===== config.mk =====
export PLATFORM = sky130hd
export DESIGN_NAME = led_status_frontend
export DESIGN_NICKNAME = d
export VERILOG_FILES = /design/src/rtl/led_status_frontend_pkg.sv /design/src/rtl/deb_filter.sv /design/src/rtl/led_status_frontend.sv
export VERILOG_INCLUDE_DIRS = /design/src /design/src/rtl
export SDC_FILE = /design/constraint.sdc
export NUM_CORES = 1
export LEC_CHECK = 0
export ABC_AREA = 1
export CELL_PAD_IN_SITES_DETAIL_PLACEMENT = 0
export CELL_PAD_IN_SITES_GLOBAL_PLACEMENT = 2
export CORE_MARGIN = 1.5
export CORE_UTILIZATION = 40
export DETAILED_ROUTE_END_ITERATION = 8
export GPL_ROUTABILITY_DRIVEN = 0
export GPL_TIMING_DRIVEN = 0
export PLACE_DENSITY_LB_ADDON = 0.1
export SLEW_MARGIN = 20
export SYNTH_ARGS = -nofsm -noshare
export SYNTH_HDL_FRONTEND = slang
export SYNTH_SLANG_ARGS = --single-unit

===== constraint.sdc =====
create_clock -name clk -period 3.8 [get_ports clk]
set_input_delay 0.95 -clock clk [delete_from_list [all_inputs] [get_ports clk]]
set_output_delay 0.95 -clock clk [all_outputs]
set_load 0.005 [all_outputs]

===== src/rtl/led_status_defs.vh =====
// Pulse FSM state encodings shared by the LED status front end.
`ifndef LED_STATUS_DEFS_VH
`define LED_STATUS_DEFS_VH
`define ST_IDLE 2'd0
`define ST_HIGH 2'd1
`define ST_GAP  2'd2
`endif


===== src/rtl/led_status_frontend_pkg.sv =====
// Shared types for the LED status front end: pulse FSM states, channel count, edge helper.
`include "led_status_defs.vh"

package led_status_frontend_pkg;

    localparam int NUM_CH = 2;

    typedef enum logic [1:0] {
        S_IDLE = `ST_IDLE,
        S_HIGH = `ST_HIGH,
        S_GAP  = `ST_GAP
    } pulse_state_t;

    // UART lines idle high, so activity starts with a 1 -> 0 transition.
    function automatic logic is_fall(input logic prev, input logic cur);
        return prev & ~cur;
    endfunction

endpackage


===== src/rtl/deb_filter.sv =====
// Synchronizer plus level debouncer: output follows the input only after it has been stable long enough.
module deb_filter
    import led_status_frontend_pkg::*;
#(
    parameter int SYNC_STAGES = 2,
    parameter int DEB_CYCLES  = 50000
) (
    input  logic clk,
    input  logic rst_n,
    input  logic din,
    output logic dout
);

    localparam int CW = (DEB_CYCLES > 2) ? $clog2(DEB_CYCLES) : 1;
    localparam logic [CW-1:0] CNT_LAST = CW'(DEB_CYCLES - 1);

    logic [SYNC_STAGES-1:0] sync_q;
    logic [CW-1:0]          cnt;
    logic                   din_s;

    assign din_s = sync_q[SYNC_STAGES-1];

    always_ff @(posedge clk or negedge rst_n) begin
        if (!rst_n) begin
            sync_q <= '0;
            cnt    <= '0;
            dout   <= 1'b0;
        end else begin
            sync_q <= {sync_q[SYNC_STAGES-2:0], din};
            // Any sample agreeing with the current level restarts the stability window.
            if (din_s == dout) begin
                cnt <= '0;
            end else if (cnt == CNT_LAST) begin
                dout <= ~dout;
                cnt  <= '0;
            end else begin
                cnt <= cnt + 1'b1;
            end
        end
    end

endmodule


===== src/rtl/led_status_frontend.sv =====
// Conditions raw UART activity, power-good and fault inputs into clean LED driver signals.
module led_status_frontend
    import led_status_frontend_pkg::*;
#(
    parameter int SYNC_STAGES = 2,
    parameter int DEB_CYCLES  = 50000,
    parameter int PULSE_LEN   = 8,
    parameter int PEND_W      = 4
) (
    input  logic       clk,
    input  logic       rst_n,
    input  logic       rx1_in,
    input  logic       rx2_in,
    input  logic       pwr_good_in,
    input  logic       fault_in,
    input  logic       alarm_clr,
    output logic       RX1_led,
    output logic       RX2_led,
    output logic       led_POWER,
    output logic       led_Avariya,
    output logic [1:0] pend_ovf
);

    localparam int CNT_W = $clog2(PULSE_LEN + 1);
    localparam logic [CNT_W-1:0]  HIGH_LAST = CNT_W'(PULSE_LEN - 1);
    // The gap holds one extra decision cycle, so low time is never shorter than the pulse.
    localparam logic [CNT_W-1:0]  GAP_LAST  = CNT_W'(PULSE_LEN);
    localparam logic [PEND_W-1:0] PEND_MAX  = '1;

    logic [NUM_CH-1:0] rx_raw;
    logic [NUM_CH-1:0] ch_led;
    logic [NUM_CH-1:0] ch_ovf;
    logic              pwr_deb;
    logic              fault_deb;
    logic              alarm_q;

    assign rx_raw = {rx2_in, rx1_in};

    for (genvar g = 0; g < NUM_CH; g++) begin : g_ch
        logic [SYNC_STAGES-1:0] sync_q;
        logic                   prev_q;
        logic                   edge_det;
        logic                   pend_full;
        pulse_state_t           state;
        logic [CNT_W-1:0]       cnt;
        logic [PEND_W-1:0]      pend;
        logic                   led_q;
        logic                   ovf_q;

        always_ff @(posedge clk or negedge rst_n) begin
            if (!rst_n) begin
                sync_q <= '1;
                prev_q <= 1'b1;
            end else begin
                sync_q <= {sync_q[SYNC_STAGES-2:0], rx_raw[g]};
                prev_q <= sync_q[SYNC_STAGES-1];
            end
        end

        assign edge_det  = is_fall(prev_q, sync_q[SYNC_STAGES-1]);
        assign pend_full = (pend == PEND_MAX);

        always_ff @(posedge clk or negedge rst_n) begin
            if (!rst_n) begin
                state <= S_IDLE;
                cnt   <= '0;
                pend  <= '0;
                led_q <= 1'b0;
                ovf_q <= 1'b0;
            end else begin
                led_q <= (state == S_HIGH);
                case (state)
                    S_IDLE: begin
                        if (edge_det) begin
                            state <= S_HIGH;
                            cnt   <= '0;
                        end
                    end
                    S_HIGH: begin
                        if (cnt == HIGH_LAST) begin
                            state <= S_GAP;
                            cnt   <= '0;
                        end else begin
                            cnt <= cnt + 1'b1;
                        end
                        if (edge_det) begin
                            if (pend_full) ovf_q <= 1'b1;
                            else           pend  <= pend + 1'b1;
                        end
                    end
                    S_GAP: begin
                        if (cnt == GAP_LAST) begin
                            cnt <= '0;
                            // A coincident edge replaces the pending one being consumed.
                            if (pend != '0) begin
                                state <= S_HIGH;
                                if (!edge_det) pend <= pend - 1'b1;
                            end else if (edge_det) begin
                                state <= S_HIGH;
                            end else begin
                                state <= S_IDLE;
                            end
                        end else begin
                            cnt <= cnt + 1'b1;
                            if (edge_det) begin
                                if (pend_full) ovf_q <= 1'b1;
                                else           pend  <= pend + 1'b1;
                            end
                        end
                    end
                    default: begin
                        state <= S_IDLE;
                        cnt   <= '0;
                    end
                endcase
            end
        end

        assign ch_led[g] = led_q;
        assign ch_ovf[g] = ovf_q;
    end

    deb_filter #(.SYNC_STAGES(SYNC_STAGES), .DEB_CYCLES(DEB_CYCLES)) u_pwr_deb (
        .clk  (clk),
        .rst_n(rst_n),
        .din  (pwr_good_in),
        .dout (pwr_deb)
    );

    deb_filter #(.SYNC_STAGES(SYNC_STAGES), .DEB_CYCLES(DEB_CYCLES)) u_fault_deb (
        .clk  (clk),
        .rst_n(rst_n),
        .din  (fault_in),
        .dout (fault_deb)
    );

    // Set has priority; a clear request during an active fault is simply dropped.
    always_ff @(posedge clk or negedge rst_n) begin
        if (!rst_n) begin
            alarm_q <= 1'b0;
        end else if (fault_deb) begin
            alarm_q <= 1'b1;
        end else if (alarm_clr) begin
            alarm_q <= 1'b0;
        end
    end

    assign RX1_led     = ch_led[0];
    assign RX2_led     = ch_led[1];
    assign led_POWER   = pwr_deb;
    assign led_Avariya = alarm_q;
    assign pend_ovf    = ch_ovf;

endmodule

==> results.json <==
{
  "wl_met2_mm": 3.33,
  "worstPathArrival_ps": 1270,
  "drv_cap": 0,
  "first_global_vias": 2930,
  "finalSetupViolations": 0,
  "clock_skew_ps": 13.1,
  "worst-setup-path-type": "flip-flop to output pin",
  "drtAntennaViolNets": 0,
  "hpwl_mm": 5.56,
  "worstHoldPathCells": 0,
  "first_iter_violations": 83,
  "power_switching_mw": 0.799,
  "slew_viol_final": 0,
  "drt-met1-wl_mm": 3.82,
  "clock.fmax_mhz": 450,
  "ys_types": 30,
  "critical_path.endpoint_type": "output pin",
  "min-delay-start": "g_ch[0].sync_q[0]",
  "rr_worst_depth": 9,
  "clock_power_share": 0.254,
  "global_route.usage.total": 0.163,
  "io_buffers": 12,
  "cellPowerDensity_mw_per_mm2": 501,
  "cp_max_fo": 2,
  "grt_start_max_net_pins": 49,
  "ir_worst_vdd_mv": 0.244,
  "utilization": 0.471,
  "die_w_um": 102,
  "final_nets": 553,
  "finalWorstPathRequiredPeriod_ps": 2220,
  "cts_max_level": 3,
  "fin_cells": 660,
  "clk_pin_slew_ps": 70,
  "ctsHoldBuffers": 0,
  "min_period_over_period": 0.585,
  "outcome": "finished clean",
  "yosys_register_bits": 69,
  "power.share.sequential": 0.423,
  "timing.rr.start": "g_ch[0].state[1]",
  "p_int_mw": 1.40,
  "clockBufferDepth": 2,
  "drive_gt1_frac": 0.0998,
  "p_sw_frac": 0.363,
  "grt_overflow": 0,
  "reg2reg_slack_ps": 2280,
  "die_height_um": 102,
  "grt_pass1_wl_mm": 13.2,
  "timing.rr.end": "g_ch[0].pend[1]",
  "pwr-share-comb": 0.323,
  "antenna_found_initial": 0,
  "p_leak_nw": 2.09,
  "synth_nets": 529,
  "rows": 35,
  "initial_utilization": 0.418,
  "clock_sinks": 69,
  "ys_seq_area_frac": 0.445,
  "rsz0062_at_grt": "false",
  "postCtsSetupBuffers": 0,
  "crit_required_ps": 2850,
  "vias": 3063,
  "cp-start-kind": "flip-flop",
  "clk_latency_ps": 340,
  "syn2layout_area_growth_pct": 12.5,
  "routed_wl_mm": 7.44,
  "synthCells": 502,
  "clockRootBuffer": "clkbuf_8",
  "min_to": "g_ch[0].sync_q[1]",
  "pin_count": 13,
  "viasPerCell": 4.64,
  "cts_made_buffers": 9,
  "dp_cells": 644,
  "core-area_mm2": 0.00933,
  "final_cell_mix": "113 x nand2_1, 85 x nor2_1, 66 x inv_1, 63 x dfrtp_1, 42 x nand3_1",
  "slew_headroom": 0.787,
  "synth.cell_area_mm2": 0.00390,
  "top_layer_used": "met4",
  "firstDrtPassIters": 4,
  "worstMarginPinSlew_ps": 316,
  "diodes": 0,
  "cts_tree": "yes",
  "avgRoutedWirePerCell_um": 11.3,
  "hold_violations": 0,
  "yosysWarnings": 0,
  "layout_commonest_cell": "nand2_1",
  "crit_start": "g_ch[1].ovf_q",
  "drc": 0,
  "post_cts_resized": 0,
  "die_area_mm2": 0.0104,
  "min-delay-path-class": "flip-flop to flip-flop",
  "syn_avg_cell_area_um2": 7.77,
  "wl_met3_um": 211
}
power by group through the flow:
stage	sequential [mW]	clock, mW	combinational, mW
global route	0.948	0.615	0.829
detailed placement	0.943	0	0.722
floorplan	0.922	0	0.545
global placement	0.942	0	0.713
finish	0.929	0.558	0.711
CTS	0.930	0.584	0.725
through the flow:
step | setup slack, ps | hold WS, ps | instance area [µm²] | TNS, ps | total power, mW
after global placement | -729 | 346 | 4180 | -45460 | 1.66
final | 1580 | 358 | 4390 | 0 | 2.20
after floorplan | 2370 | 331 | 3900 | 0 | 1.47
after detailed placement | 1920 | 348 | 4210 | 0 | 1.66
after CTS | 1540 | 358 | 4390 | 0 | 2.24
after global routing | 1500 | 363 | 4390 | 0 | 2.39
cell families after synthesis:
logic type	count (synthesis)	synth area share
simple gates	286	0.327
buf+inv	71	0.0706
flops	69	0.445
compound gates	38	0.0536
fa+ha+maj	20	0.0641
xor+xnor	18	0.0404
worst max path at each step:
stage / endpoint / slack (ps)
final: pend_ovf[1] / 1580
after global routing: pend_ovf[1] / 1500
after CTS: pend_ovf[1] / 1540
after detailed placement: pend_ovf[1] / 1920
after global placement: g_ch[1].pend[1] / -730
after floorplan: pend_ovf[1] / 2370
registers in the layout, indices dropped and copies added (netlist names):
name                cells
RX1_led                 1
RX2_led                 1
g_ch.cnt                8
g_ch.ovf_q              2
g_ch.pend               8
g_ch.prev_q             2
g_ch.state              4
g_ch.sync_q             4
led_Avariya             1
u_fault_deb.cnt        16
u_fault_deb.dout        1
u_fault_deb.sync_q      2
u_pwr_deb.cnt          16
u_pwr_deb.dout          1
u_pwr_deb.sync_q        2
critical path, stage by stage (launching register included):
cell             delay, ps
dfrtp_1                380
buf_4                  130
clkdlybuf4s50_1        430
cells in the mapped netlist:
cell	count	share of area
nand2_1	113	0.11
nor2_1	85	0.082
inv_1	66	0.064
dfrtp_1	63	0.40
nand3_1	42	0.054
ha_1	20	0.064
o21ai_0	19	0.024
xor2_1	16	0.036
a21oi_1	11	0.014
nand2_2	10	0.016
nand4_1	9	0.014
nor2_2	8	0.013
nor3_1	8	0.010
dfstp_2	6	0.040
nand3b_1	3	0.0058
a21oi_2	2	0.0045
buf_4	2	0.0038
inv_2	2	0.0019
nor2_4	2	0.0058
nor3_2	2	0.0051
nor3b_1	2	0.0038
o21ai_1	2	0.0026
xnor2_1	2	0.0045
a31o_2	1	0.0022
buf_2	1	0.0013
nand2_4	1	0.0029
nand4_4	1	0.0055
o211ai_1	1	0.0019
o21bai_1	1	0.0019
o31ai_1	1	0.0019
metal layers:
layer / track usage / vias up
met3: 0.0352 / 6
met1: 0.223 / 1395
met2: 0.257 / 34
met5: 0 / -
met4: 0.0534 / 0
li1: - / 1628
layout make-up:
type                            count  area (µm²)
Tap cell                          129         161
Inverter                           68         255
Timing Repair Buffer               13         145
Buffer                              3        20.0
Fill cell                         956        4940
Sequential cell                    69        1730
Clock buffer                       15         176
Clock inverter                      1        5.00
Multi-Input combinational cell    362        1890
No activity file was read; power rests on OpenSTA's default activity.
